==> src/rtl/qic117_pkg.sv <==
// -----------------------------------------------------------------------------
// qic117_pkg
// Shared definitions for the QIC-117 step-pulse command path (host-side
// step generator and drive-side step-counter decoder).
//   - legal command code range
//   - named command codes
//   - burst sequencer state enum
//   - small elaboration helpers
// -----------------------------------------------------------------------------
package qic117_pkg;

    localparam int unsigned QIC117_CMD_MIN = 1;
    localparam int unsigned QIC117_CMD_MAX = 48;

    // Command codes: the drive decodes command N from a burst of N STEP pulses.
    localparam logic [5:0] QIC117_SOFT_RESET          = 6'd1;
    localparam logic [5:0] QIC117_REPORT_NEXT_BIT     = 6'd2;
    localparam logic [5:0] QIC117_PAUSE               = 6'd3;
    localparam logic [5:0] QIC117_MICRO_STEP_PAUSE    = 6'd4;
    localparam logic [5:0] QIC117_ALT_CMD_TIMEOUT     = 6'd5;
    localparam logic [5:0] QIC117_REPORT_DRIVE_STATUS = 6'd6;
    localparam logic [5:0] QIC117_REPORT_ERROR_CODE   = 6'd7;
    localparam logic [5:0] QIC117_REPORT_DRIVE_CONFIG = 6'd8;
    localparam logic [5:0] QIC117_REPORT_ROM_VERSION  = 6'd9;
    localparam logic [5:0] QIC117_LOGICAL_FORWARD     = 6'd10;
    localparam logic [5:0] QIC117_PHYSICAL_REVERSE    = 6'd11;
    localparam logic [5:0] QIC117_PHYSICAL_FORWARD    = 6'd12;
    localparam logic [5:0] QIC117_SEEK_HEAD_TO_TRACK  = 6'd13;
    localparam logic [5:0] QIC117_SEEK_LOAD_POINT     = 6'd14;
    localparam logic [5:0] QIC117_ENTER_FORMAT_MODE   = 6'd15;
    localparam logic [5:0] QIC117_WRITE_REF_BURST     = 6'd16;
    localparam logic [5:0] QIC117_ENTER_VERIFY_MODE   = 6'd17;
    localparam logic [5:0] QIC117_STOP_TAPE           = 6'd18;
    localparam logic [5:0] QIC117_MICRO_STEP_UP       = 6'd21;
    localparam logic [5:0] QIC117_MICRO_STEP_DOWN     = 6'd22;
    localparam logic [5:0] QIC117_SOFT_SELECT         = 6'd23;
    localparam logic [5:0] QIC117_SOFT_DESELECT       = 6'd24;
    localparam logic [5:0] QIC117_SKIP_REVERSE        = 6'd25;
    localparam logic [5:0] QIC117_SKIP_FORWARD        = 6'd26;
    localparam logic [5:0] QIC117_SELECT_RATE         = 6'd27;
    localparam logic [5:0] QIC117_ENTER_DIAG_1        = 6'd28;
    localparam logic [5:0] QIC117_ENTER_DIAG_2        = 6'd29;
    localparam logic [5:0] QIC117_ENTER_PRIMARY_MODE  = 6'd30;
    localparam logic [5:0] QIC117_REPORT_VENDOR_ID    = 6'd32;
    localparam logic [5:0] QIC117_REPORT_TAPE_STATUS  = 6'd33;
    localparam logic [5:0] QIC117_SKIP_EXT_REVERSE    = 6'd34;
    localparam logic [5:0] QIC117_SKIP_EXT_FORWARD    = 6'd35;
    localparam logic [5:0] QIC117_CALIBRATE_TAPE_LEN  = 6'd36;
    localparam logic [5:0] QIC117_REPORT_FMT_SEGMENTS = 6'd37;
    localparam logic [5:0] QIC117_SET_FMT_SEGMENTS    = 6'd38;

    typedef enum logic [2:0] {
        ST_IDLE,
        ST_HIGH,
        ST_LOW,
        ST_QUIET,
        ST_DONE
    } qic117_state_t;

    function automatic int unsigned qic117_max(input int unsigned a, input int unsigned b);
        return (a > b) ? a : b;
    endfunction

    function automatic logic qic117_code_ok(input logic [5:0] code);
        return (code >= 6'(QIC117_CMD_MIN)) && (code <= 6'(QIC117_CMD_MAX));
    endfunction

endpackage

==> src/rtl/qic117_interval_timer.sv <==
// -----------------------------------------------------------------------------
// qic117_interval_timer
// Loadable down-counter with a zero flag. Counts down by one per clock and
// parks at zero. clear has priority over load.
//   clk, reset   clock, asynchronous active-high reset (count -> 0)
//   clear        force count to zero
//   load         load load_value
//   load_value   WIDTH-bit reload value
//   zero         count == 0
// -----------------------------------------------------------------------------
module qic117_interval_timer #(
    parameter int unsigned WIDTH = 16
) (
    input  logic             clk,
    input  logic             reset,
    input  logic             clear,
    input  logic             load,
    input  logic [WIDTH-1:0] load_value,
    output logic             zero
);

    logic [WIDTH-1:0] count;

    always_ff @(posedge clk or posedge reset) begin
        if (reset) begin
            count <= '0;
        end else if (clear) begin
            count <= '0;
        end else if (load) begin
            count <= load_value;
        end else if (!zero) begin
            count <= count - 1'b1;
        end
    end

    assign zero = (count == '0);

endmodule

==> src/rtl/qic117_step_generator.sv <==
// -----------------------------------------------------------------------------
// qic117_step_generator
// Host-side QIC-117 command transmitter: turns a 6-bit command code into a
// burst of N STEP pulses followed by a silence long enough for the drive to
// close the command window.
//
// Build option:
//   QIC117_STEPGEN_QUIET_EN  defined  -> post-burst QUIET state compiled in
//                            undefined -> burst ends straight in DONE; caller
//                                         spaces commands itself
//
// Ports:
//   clk           FDC clock
//   reset         asynchronous active-high reset
//   tape_mode_en  generator enable; low aborts and holds idle
//   cmd_code      command code, legal range 1..48
//   cmd_valid     request strobe/hold
//   cmd_ready     command can be accepted this cycle
//   step_out      registered STEP drive, active-high
//   busy          burst (or quiet period) in progress
//   pulses_sent   pulses emitted for the current/last command
//   cmd_done      one-cycle pulse at command completion
//   cmd_error     one-cycle pulse when a code is rejected
//
// Sub-module: qic117_interval_timer (single shared down-counter).
// -----------------------------------------------------------------------------
module qic117_step_generator
    import qic117_pkg::*;
#(
    parameter int unsigned CLK_FREQ_HZ = 200_000_000,
    parameter int unsigned PULSE_US    = 20,
    parameter int unsigned PERIOD_US   = 2500,
    parameter int unsigned QUIET_MS    = 110
) (
    input  logic       clk,
    input  logic       reset,
    input  logic       tape_mode_en,
    input  logic [5:0] cmd_code,
    input  logic       cmd_valid,
    output logic       cmd_ready,
    output logic       step_out,
    output logic       busy,
    output logic [5:0] pulses_sent,
    output logic       cmd_done,
    output logic       cmd_error
);

    localparam int unsigned CLKS_PER_US = CLK_FREQ_HZ / 1_000_000;
    localparam int unsigned PULSE_CLKS  = CLKS_PER_US * PULSE_US;
    localparam int unsigned GAP_CLKS    = CLKS_PER_US * (PERIOD_US - PULSE_US);

`ifdef QIC117_STEPGEN_QUIET_EN
    localparam int unsigned QUIET_CLKS  = (CLK_FREQ_HZ / 1000) * QUIET_MS;
    localparam int unsigned TIMER_MAX   = qic117_max(qic117_max(PULSE_CLKS, GAP_CLKS), QUIET_CLKS);
`else
    localparam int unsigned TIMER_MAX   = qic117_max(PULSE_CLKS, GAP_CLKS);
`endif

    localparam int unsigned TIMER_W = (TIMER_MAX < 2) ? 1 : $clog2(TIMER_MAX + 1);

    localparam logic [TIMER_W-1:0] PULSE_LOAD = TIMER_W'(PULSE_CLKS - 1);
    localparam logic [TIMER_W-1:0] GAP_LOAD   = TIMER_W'(GAP_CLKS - 1);
`ifdef QIC117_STEPGEN_QUIET_EN
    localparam logic [TIMER_W-1:0] QUIET_LOAD = TIMER_W'(QUIET_CLKS - 1);
`endif

    // Timing that cannot produce a legal burst is refused at elaboration.
    if (CLKS_PER_US == 0 || PULSE_US == 0 || PERIOD_US <= PULSE_US || QUIET_MS == 0) begin : g_bad_timing
        $error("qic117_step_generator: illegal timing parameters");
    end

    qic117_state_t    state;
    logic [5:0]       remaining;
    logic             accept;
    logic             code_ok;
    logic             timer_zero;
    logic             timer_load;
    logic [TIMER_W-1:0] timer_value;

    assign cmd_ready = (state == ST_IDLE) && tape_mode_en && !reset;
    assign accept    = cmd_valid && cmd_ready;
    assign code_ok   = qic117_code_ok(cmd_code);

    // Reload requests mirror the state transitions below; an abort clears the
    // timer instead so the next command always starts from a clean count.
    always_comb begin
        timer_load  = 1'b0;
        timer_value = '0;
        case (state)
            ST_IDLE: begin
                if (accept && code_ok) begin
                    timer_load  = 1'b1;
                    timer_value = PULSE_LOAD;
                end
            end
            ST_HIGH: begin
                if (timer_zero) begin
                    timer_load  = 1'b1;
                    timer_value = GAP_LOAD;
                end
            end
            ST_LOW: begin
                if (timer_zero) begin
                    if (remaining > 6'd1) begin
                        timer_load  = 1'b1;
                        timer_value = PULSE_LOAD;
                    end else begin
`ifdef QIC117_STEPGEN_QUIET_EN
                        timer_load  = 1'b1;
                        timer_value = QUIET_LOAD;
`endif
                    end
                end
            end
            default: ;
        endcase
    end

    qic117_interval_timer #(
        .WIDTH (TIMER_W)
    ) u_timer (
        .clk        (clk),
        .reset      (reset),
        .clear      (!tape_mode_en),
        .load       (timer_load),
        .load_value (timer_value),
        .zero       (timer_zero)
    );

    // Outputs are registered alongside the state, so step_out/busy/cmd_done
    // are set from the state being entered rather than decoded afterwards.
    always_ff @(posedge clk or posedge reset) begin
        if (reset) begin
            state       <= ST_IDLE;
            remaining   <= '0;
            step_out    <= 1'b0;
            busy        <= 1'b0;
            pulses_sent <= '0;
            cmd_done    <= 1'b0;
            cmd_error   <= 1'b0;
        end else begin
            cmd_done  <= 1'b0;
            cmd_error <= 1'b0;
            if (!tape_mode_en) begin
                state    <= ST_IDLE;
                step_out <= 1'b0;
                busy     <= 1'b0;
            end else begin
                case (state)
                    ST_IDLE: begin
                        if (accept) begin
                            if (code_ok) begin
                                remaining   <= cmd_code;
                                pulses_sent <= '0;
                                state       <= ST_HIGH;
                                step_out    <= 1'b1;
                                busy        <= 1'b1;
                            end else begin
                                cmd_error <= 1'b1;
                            end
                        end
                    end
                    ST_HIGH: begin
                        if (timer_zero) begin
                            pulses_sent <= pulses_sent + 6'd1;
                            state       <= ST_LOW;
                            step_out    <= 1'b0;
                        end
                    end
                    ST_LOW: begin
                        if (timer_zero) begin
                            if (remaining > 6'd1) begin
                                remaining <= remaining - 6'd1;
                                state     <= ST_HIGH;
                                step_out  <= 1'b1;
                            end else begin
`ifdef QIC117_STEPGEN_QUIET_EN
                                state    <= ST_QUIET;
`else
                                state    <= ST_DONE;
                                cmd_done <= 1'b1;
`endif
                            end
                        end
                    end
                    ST_QUIET: begin
                        if (timer_zero) begin
                            state    <= ST_DONE;
                            cmd_done <= 1'b1;
                        end
                    end
                    ST_DONE: begin
                        state <= ST_IDLE;
                        busy  <= 1'b0;
                    end
                    default: begin
                        state    <= ST_IDLE;
                        step_out <= 1'b0;
                        busy     <= 1'b0;
                    end
                endcase
            end
        end
    end

endmodule

==> config.mk <==
export PLATFORM = sky130hd
export DESIGN_NAME = qic117_step_generator
export DESIGN_NICKNAME = d
export VERILOG_FILES = /design/src/rtl/qic117_pkg.sv /design/src/rtl/qic117_interval_timer.sv /design/src/rtl/qic117_step_generator.sv
export SDC_FILE = /design/constraint.sdc
export NUM_CORES = 1
export LEC_CHECK = 0
export CAP_MARGIN = 20
export CORE_ASPECT_RATIO = 0.8
export CORE_MARGIN = 2
export CORE_UTILIZATION = 40
export DETAILED_ROUTE_END_ITERATION = 8
export PLACE_DENSITY = 0.58
export SYNTH_ARGS = -nofsm -noshare
export SYNTH_HDL_FRONTEND = slang
export SYNTH_SLANG_ARGS = --single-unit
==> constraint.sdc <==
create_clock -name clk -period 6.8 [get_ports clk]
set_clock_uncertainty 0.15 [all_clocks]
set_input_delay 1.02 -clock clk [delete_from_list [all_inputs] [get_ports clk]]
set_output_delay 1.02 -clock clk [all_outputs]
set_load 0.02 [all_outputs]
### After elaboration in Yosys (flattened, before gate mapping)

Cells that the tools add are included.

* memories: 0
* RAM bits: 0
* output and inout port bits: 11
* bits in latches: 0
* word-level logic and storage cells: 96
* input port bits: 10
* memory bits (read-only): 0
* flip-flop bits (word level): 38

* equality and inequality tests: 18
* divide/modulo/power cells: 0
* multipliers: 0
* magnitude comparators: 3
* add/subtract/negate cells: 3
* shift operators: 0
* muxes and demuxes: 47
* bitwise gates (word level): 0
* reduce and logical (&&, ||, !) cells: 17

Operator list (number)
* 19-bit two-way mux: 4
* 19-bit one-hot mux with 3 select lines: 1
* 6-bit two-way mux: 7
* 12-bit two-way mux: 3
* 6-bit one-hot mux with 2 select lines: 2
* 3-bit two-way mux: 7
* 19-bit zero test: 1
* 19-bit by 1-bit subtractor with 19-bit output (second input constant): 1
* 1-bit two-way mux: 18
* 3-bit inequality test (second input constant): 6
* 2-bit inequality test (second input constant): 7
* 3-bit one-hot mux with 4 select lines: 1
* 6-bit AND reduction: 2
* 5-bit AND reduction: 2
* 6-bit by 1-bit adder with 6-bit output (second input constant): 1
* 3-bit by 2-bit equality test with 1-bit output (second input constant): 2
* 6-bit by 1-bit greater-or-equal comparator with 1-bit output (second input constant): 1
* 6-bit by 1-bit > comparator with 1-bit output (second input constant): 1
* 6-bit <= comparator (second input constant): 1
* 6-bit by 1-bit subtractor with 6-bit output (second input constant): 1
* 1-bit logical AND: 5
* 1-bit one-hot mux with 2 select lines: 2
* 1-bit one-hot mux with 4 select lines: 1
* 2-bit nonzero test: 2
* 9 further kinds: 9

### Longest topological paths before layout

Gate-level depths: netlist of the first run.

* depth after elaboration: 9
* gate-level depth with buffers: 8
* mapped depth without buffers: 7

### Cells and area by module

From an unflattened synthesis of the first run, not the netlist that was laid out.

* cells, all modules: 242
* area, all modules: 2301.0 um^2

By module, submodules not included
* qic117_interval_timer: cells an instance 120, seq. area each 475.5 um^2, instances 1, area an instance 1153.6 um^2
* qic117_step_generator: cells an instance 122, seq. area each 475.5 um^2, instances 1, area an instance 1147.4 um^2

### Worst setup path after synthesis of the first run

OpenSTA, ideal clock, no wires.

* path kind: input to register
* start point: in reset
* end point: reg remaining[1]
* data required time: 6.523 ns
* arrival time: 3.074 ns
* slack: 3.449 ns
* library setup time: 0.127 ns
* buffers on the path: 0
* stages on the path: 5
* cell sequence: inv_1 -> nand4b_1 -> o22ai_1 -> and2_4 -> mux2_1

* longest elaborated chain between the ends: 5

Ends and longest elaborated chain
* from (decl): RTL line qic117_step_generator.sv:36 `input logic reset,`
* 1-bit zero test (no source line)
* 1-bit logical AND: RTL line qic117_step_generator.sv:80 `assign cmd_ready = (state == ST_IDLE) && tape_mode_en && !reset;`
* 1-bit logical AND: RTL line qic117_step_generator.sv:81 `assign accept = cmd_valid && cmd_ready;`
* 2-bit inequality test (no source line)
* 6-bit AND reduction (no source line)
* to (signal assigned): RTL line qic117_step_generator.sv:153 `remaining <= cmd_code;`
* to (signal assigned): RTL line qic117_step_generator.sv:173 `remaining <= remaining - 6'd1;`
* to (decl): RTL line qic117_step_generator.sv:73 `logic [5:0] remaining;`

Every way passes these cells.
A chain may end at the register's enable or synchronous reset.

### Worst setup path in the final report of the first run

* start point: in tape_mode_en
* end point: out cmd_ready

* longest elaborated chain between the ends: 2

Ends and longest elaborated chain
* from (decl): RTL line qic117_step_generator.sv:37 `input logic tape_mode_en,`
* 1-bit logical AND (2 in a row): RTL line qic117_step_generator.sv:80
* to (decl): RTL line qic117_step_generator.sv:40 `output logic cmd_ready,`

Every way passes these cells.

==> flow_summary.toml, run 1 <==
[global_routing]
grt_antenna_before_repair = 0
grt_pass1_wl_mm = 9.204
grt-ovfl-total = 0
grt_usage_pct = 18.74
grt_pass1_vias = 1842
grt_max_degree = 40

[sta]
setup_tns_ns = 0
post-route-min-period_ns = 4.391
worstMarginPinSlew_ns = 1.027
setup_viol = 0
drv_slew = 0
rsz0062_at_grt = "no"
period_share_pct = 64.58
slew-limit-headroom_pct = 31.37
hold_viol_final = 0
max_freq_mhz = 227.7

[synth]
ys_types = 55
synth-xor-area-share_pct = 7.276
syn_avg_cell_area_um2 = 9.451
synth_common_cells = "dfrtp_1, nor2_1, nand2_1, o21ai_0, xnor2_1"
synth_simple_gate_area_share_pct = 24.18
ys_ff_latch = 38
ys_seq_area_share_pct = 41.58
yosysWarningCount = 0
synth.top_cell.area_share_pct = 41.58
syn-instance-count = 242
syn_nets = 257
synth.most_common_cell = "dfrtp_1"
synth_flop_cell = "dfrtp_1"
yosysTopAreaCell = "dfrtp_1"
synth_compound_area_share_pct = 19.42
synthMuxAreaShare_pct = 0.9300
synth_area_mm2 = 0.002287
synth_edf_count = 0
yosys-top-cells-area = "dfrtp_1, xnor2_1, nor2_1"
synth_top_family_by_area = "simple AND/OR/NAND/NOR gates"
synth-async-reset-ratio_pct = 100.0
synthAdderAreaFrac_pct = 2.735

[detailed_routing]
vias = 1833
drt_pass1_iterations = 4
drcViolationCount = 0
wl_mm = 5.178
drtIter0Drc = 158
ant_nets = 0
routed_via_density = 5.455
wl_per_cell_um = 15.41

[cells_and_area]
nFillCells = 536
layout-drive-gt1-share_pct = 7.752
syn_to_final_growth_pct = 14.28
n_antenna_cell = 0
layout.nets = 273
ff_latch_area_um2 = 950.9
multi_input_area_mm2 = 0.001247

[die]
dieArea_mm2 = 0.006343
initial_core_util_pct = 41.62
die_y_um = 71.64
dieWidth_um = 88.54
core_area_mm2 = 0.005495
std_cell_rows = 24
io_pins = 21

[power]
switching_power_w = 0.0004330
p_seq_share_pct = 38.2
p_int_w = 0.0005735
report.power.total_w = 0.001007
combPwrFrac_pct = 47.4
swShare_pct = 43.02
p_clk_share_pct = 14.4
power_density_mw_per_mm2 = 385.1
power.leakage_nw = 1.151
vdd_ir_drop_max_mv = 0.1482

[worst_setup_path]
crit_path_end = "cmd_ready"
critPathLaunchType = "input pin"
critical_path_class = "in -> out"
r2r_end = "remaining[1]$_DFFE_PP0P_"
cp-startpoint = "tape_mode_en"
timing.rr.start = "u_timer.count[2]$_DFFE_PP0P_"
arrival_ns = 3.22
cp-end-kind = "output pin"
rr_worst_depth = 5
worstPathMaxFanout = 19
required_ns = 5.63
reg2reg_setup_slack_ns = 3.95

[worst_hold_path]
hp-class = "reg -> reg"

[clock_tree]
post_cts_buffers = 0
root_buffer = "clkbuf_8"
numCtsBuffers = 5
clkLatencyLatePin_ns = 0.29
cts_num_sinks = 38
path_clk_slew_ns = 0.07
cts_buffer_depth = 2
cts_resized = 0
htreeDepth = 2
cts_tree = "built"
hold_buffers = 0

[status]
outcome = "finished, final reports clean"

[placed_design]
io_buffers = 20
gp_congestion = 0.8571
dp.final_hpwl_mm = 3.682

[job]
maxCapViolCount = 0
-- per-stage QoR --
step / setup WS [ns] / hold slack [ns] / util [%] / cell area, µm² / std cells
2_1_floorplan: 3.449 / 0.3093 / - / 2287 / 242
3_3_place_gp: 2.430 / 0.3276 / 46.17 / 2537 / 329
3_5_place_dp: 2.405 / 0.3271 / 46.17 / 2537 / 329
4_1_cts: 2.384 / 0.3493 / 47.56 / 2614 / 336
5_1_grt: 2.216 / 0.3699 / 47.56 / 2614 / 336
6_report: 2.409 / 0.3446 / 47.56 / 2614 / 336
-- critical path, cell delays in order --
cell and delay (ns):
clkdlybuf4s50_1 0.96, nor3b_1 0.36, nor3b_1 0.23, clkdlybuf4s50_1 0.64
-- power by group through the flow --
stage	combinational (W)	sequential (W)	clock, W
floorplan	0.000387	0.000371	0
global placement	0.000475	0.000388	0
detailed placement	0.000472	0.000385	0
CTS	0.000475	0.000383	0.000151
global route	0.000533	0.000399	0.000162
finish	0.000477	0.000384	0.000145
-- worst min path at each step --
stage | cells after the start | slack [ns] | from | to
after floorplan | 1 | 0.31 | remaining[5]$_DFFE_PP0P_ | remaining[5]$_DFFE_PP0P_
after global placement | 1 | 0.33 | busy$_DFFE_PP0P_ | busy$_DFFE_PP0P_
after detailed placement | 1 | 0.33 | busy$_DFFE_PP0P_ | busy$_DFFE_PP0P_
after CTS | 1 | 0.35 | busy$_DFFE_PP0P_ | busy$_DFFE_PP0P_
after global routing | 1 | 0.37 | busy$_DFFE_PP0P_ | busy$_DFFE_PP0P_
final | 1 | 0.34 | busy$_DFFE_PP0P_ | busy$_DFFE_PP0P_
-- cells by family (layout without fill, tap and decap cells) --
| kind of cell | Yosys count | after routing |
|---|---|---|
| muxes | 2 | 2 |
| AOI/OAI and AO/OA | 60 | 60 |
| xor gates and xnor gates | 19 | 19 |
| buffers and inverters | 21 | 37 |
| adders and majority gates | 5 | 5 |
| and+or+nand+nor | 97 | 97 |
| DFF | 38 | 38 |
-- area by class of cell --
type                    count  area share, %
flip-flops and latches     38          36.38
multi-input cells         183          47.73
inverters                   9          1.292
repair buffers             21          7.946
well taps                  78          3.734
clock buffers               7          2.920
-- registers in the layout, indices dropped and copies added, names as in the netlist --
register / count
pulses_sent: 6
cmd_done: 1
state: 3
remaining: 6
u_timer.count: 19
cmd_error: 1
busy: 1
step_out: 1
-- layout by cell type (no fill, tap or decap), types with 6 or more instances in the layout --
| cell type | n |
|---|---|
| a21oi_1 | 10 |
| clkdlybuf4s50_1 | 20 |
| dfrtp_1 | 38 |
| inv_1 | 9 |
| nand2_1 | 19 |
| nand2b_1 | 6 |
| nand3_1 | 6 |
| nor2_1 | 20 |
| nor3_1 | 8 |
| nor4_1 | 6 |
| o211a_1 | 7 |
| o21ai_0 | 14 |
| xnor2_1 | 11 |
| xor2_1 | 8 |
-- layer usage --
layer	vias to the layer above	GRT usage, %	share of wire [%]
li1	911	-	-
met1	881	31.08	56
met2	37	23.81	40
met3	4	4.147	3.4
met4	0	5.387	0.56
met5	-	0	0
No activity file was read; power rests on OpenSTA's default activity.
==> run 2, diff against run 1 <==
==> constraint.sdc (replaced) <==
create_clock -name clk -period 4.4 [get_ports clk]
set_clock_uncertainty 0.15 [all_clocks]
set_input_delay 0.66 -clock clk [delete_from_list [all_inputs] [get_ports clk]]
set_output_delay 0.66 -clock clk [all_outputs]
set_load 0.02 [all_outputs]
==> run 2 against run 1 <==
  * Combinational power up 56%
  * Register-to-register slack got worse by 2.4 ns
  * Core utilization increased by 0.32 points
  * Via count increased by 0.44%
  * Critical path depth up 1
  * Hold slack lost 0.012 ns
  * First-iteration DRC count down 36%
  * Sequential share of layout area shrank 0.24 points
  * Clock-buffer cell count fell by 2
  * Cell count increased by 0.60%
  * Sequential cell count stayed put
  * Design area is 0.67% higher
  * Critical path type unchanged
  * Highest routed layer unchanged
==> flow_summary.toml, run 2 (synthesis results as in run 1) <==
[cells_and_area]
ff_latch_area_um2 = 950.9
multi_input_area_mm2 = 0.001247
largest_register = "u_timer.count"
syn_to_final_growth_pct = 15.04
finalInstanceArea_mm2 = 0.002631
nFillCells = 525
layout-drive-gt1-share_pct = 9.231
largest_reg_flops = 19
biggestRegsByFlops = "u_timer.count: 19 flops, pulses_sent: 6 flops, remaining: 6 flops"
mostFrequentLayoutCells = "dfrtp_1, nor2_1, clkdlybuf4s50_1"
layout.nets = 275
n_antenna_cell = 0
layout_commonest_cell = "dfrtp_1"
final_core_util_pct = 47.88

[worst_hold_path]
hp-class = "reg -> reg"

[detailed_routing]
vias = 1841
routed_via_density = 5.447
drcViolationCount = 0
drtIter0Drc = 101
drt_pass1_iterations = 4
ant_nets = 0
wl_mm = 5.266
wl_per_cell_um = 15.58

[clock_tree]
path_clk_slew_ns = 0.07
cts_buffer_depth = 2
root_buffer = "clkbuf_8"
clkLatencyLatePin_ns = 0.29
numCtsBuffers = 5
post_cts_buffers = 0
cts_num_sinks = 38
htreeDepth = 2
cts_resized = 0
hold_buffers = 0
cts_tree = "built"

[die]
core_area_mm2 = 0.005495
initial_core_util_pct = 41.62
die_y_um = 71.64
io_pins = 21
dieWidth_um = 88.54
dieArea_mm2 = 0.006343
std_cell_rows = 24

[sta]
setup_viol = 0
setup_tns_ns = 0
rsz0062_at_grt = "no"
max_freq_mhz = 296.8
worstMarginPinSlew_ns = 1.040
post-route-min-period_ns = 3.369
drv_slew = 0
hold_viol_final = 0
slew-limit-headroom_pct = 30.50
period_share_pct = 76.58

[power]
power_density_mw_per_mm2 = 594.0
power.leakage_nw = 1.167
combPwrFrac_pct = 47.5
vdd_ir_drop_max_mv = 0.2281
p_clk_share_pct = 14.6
swShare_pct = 43.38
switching_power_w = 0.0006781
p_int_w = 0.0008850
p_seq_share_pct = 38.0

[worst_setup_path]
cp-end-kind = "output pin"
reg2reg_setup_slack_ns = 1.57
worstPathMaxFanout = 19
arrival_ns = 2.56
critical_path_class = "in -> out"
required_ns = 3.59
r2r_end = "remaining[1]$_DFFE_PP0P_"
critPathLaunchType = "input pin"
rr_worst_depth = 5
cp-startpoint = "tape_mode_en"
timing.rr.start = "u_timer.count[2]$_DFFE_PP0P_"
crit_path_end = "cmd_ready"

[global_routing]
grt_pass1_vias = 1769
grt_pass1_wl_mm = 9.232
grt_usage_pct = 19.02
grt-ovfl-total = 0
grt_max_degree = 39
grt_antenna_before_repair = 0

[placed_design]
io_buffers = 20
dp.final_hpwl_mm = 3.695
gp_congestion = 0.8213
placed_area_mm2 = 0.002552

[job]
maxCapViolCount = 0

[status]
outcome = "finished, final reports clean"
-- run 2: cell types whose count changed in the layout (fill, tap and decap cells not counted), sizes merged --
cell,before,now
buf,1,3
clkbuf,7,5
clkinv,0,2
-- run 2: worst min-delay path by stage --
stage	end	start	slack (ns)	cells past startpoint
after floorplan	remaining[5]$_DFFE_PP0P_	remaining[5]$_DFFE_PP0P_	0.31	1
after global placement	busy$_DFFE_PP0P_	busy$_DFFE_PP0P_	0.31	1
after detailed placement	busy$_DFFE_PP0P_	busy$_DFFE_PP0P_	0.32	1
after CTS	busy$_DFFE_PP0P_	busy$_DFFE_PP0P_	0.34	1
after global routing	busy$_DFFE_PP0P_	busy$_DFFE_PP0P_	0.37	1
final	busy$_DFFE_PP0P_	busy$_DFFE_PP0P_	0.33	1
-- run 2: per-layer routing --
metal	wire, µm	share of wire, %	vias up	GRT usage (%)
met5	0	0	-	0
met4	30	0.57	0	4.040
met3	240	4.6	2	4.263
met2	2187	42	38	24.73
met1	2807	53	893	31.58
li1	-	-	908	-
-- run 2: final cells by class --
type,count,share of cell area [%]
Tap cell,78,3.709
Sequential cell,38,36.14
Inverter,9,1.284
Clock buffer,5,2.615
Clock inverter,2,0.3804
Timing Repair Buffer,23,8.464
Multi-Input combinational cell,183,47.41
-- run 2: power groups by stage --
stage	clock network, W	registers [W]	logic (W)
final	0.000228	0.000594	0.000742
after global routing	0.000254	0.000611	0.000835
after CTS	0.000236	0.000592	0.000742
after detailed placement	0	0.000596	0.000736
after global placement	0	0.000599	0.000741
after floorplan	0	0.000573	0.000599
-- run 2: per-stage QoR --
stage	power (W)	hold WS [ns]	std cells	setup WS, ns
2_1_floorplan	0.001171	0.3093	242	1.409
3_3_place_gp	0.001339	0.3144	331	1.008
3_5_place_dp	0.001332	0.3191	331	1.057
4_1_cts	0.001569	0.3405	338	1.035
5_1_grt	0.001700	0.3682	338	0.9154
6_report	0.001563	0.3325	338	1.031
-- run 2: critical path, cell delays in order --
cell,delay [ns]
clkdlybuf4s50_1,0.45
buf_4,0.24
nor3b_1,0.32
nor3b_1,0.24
clkdlybuf4s50_1,0.64
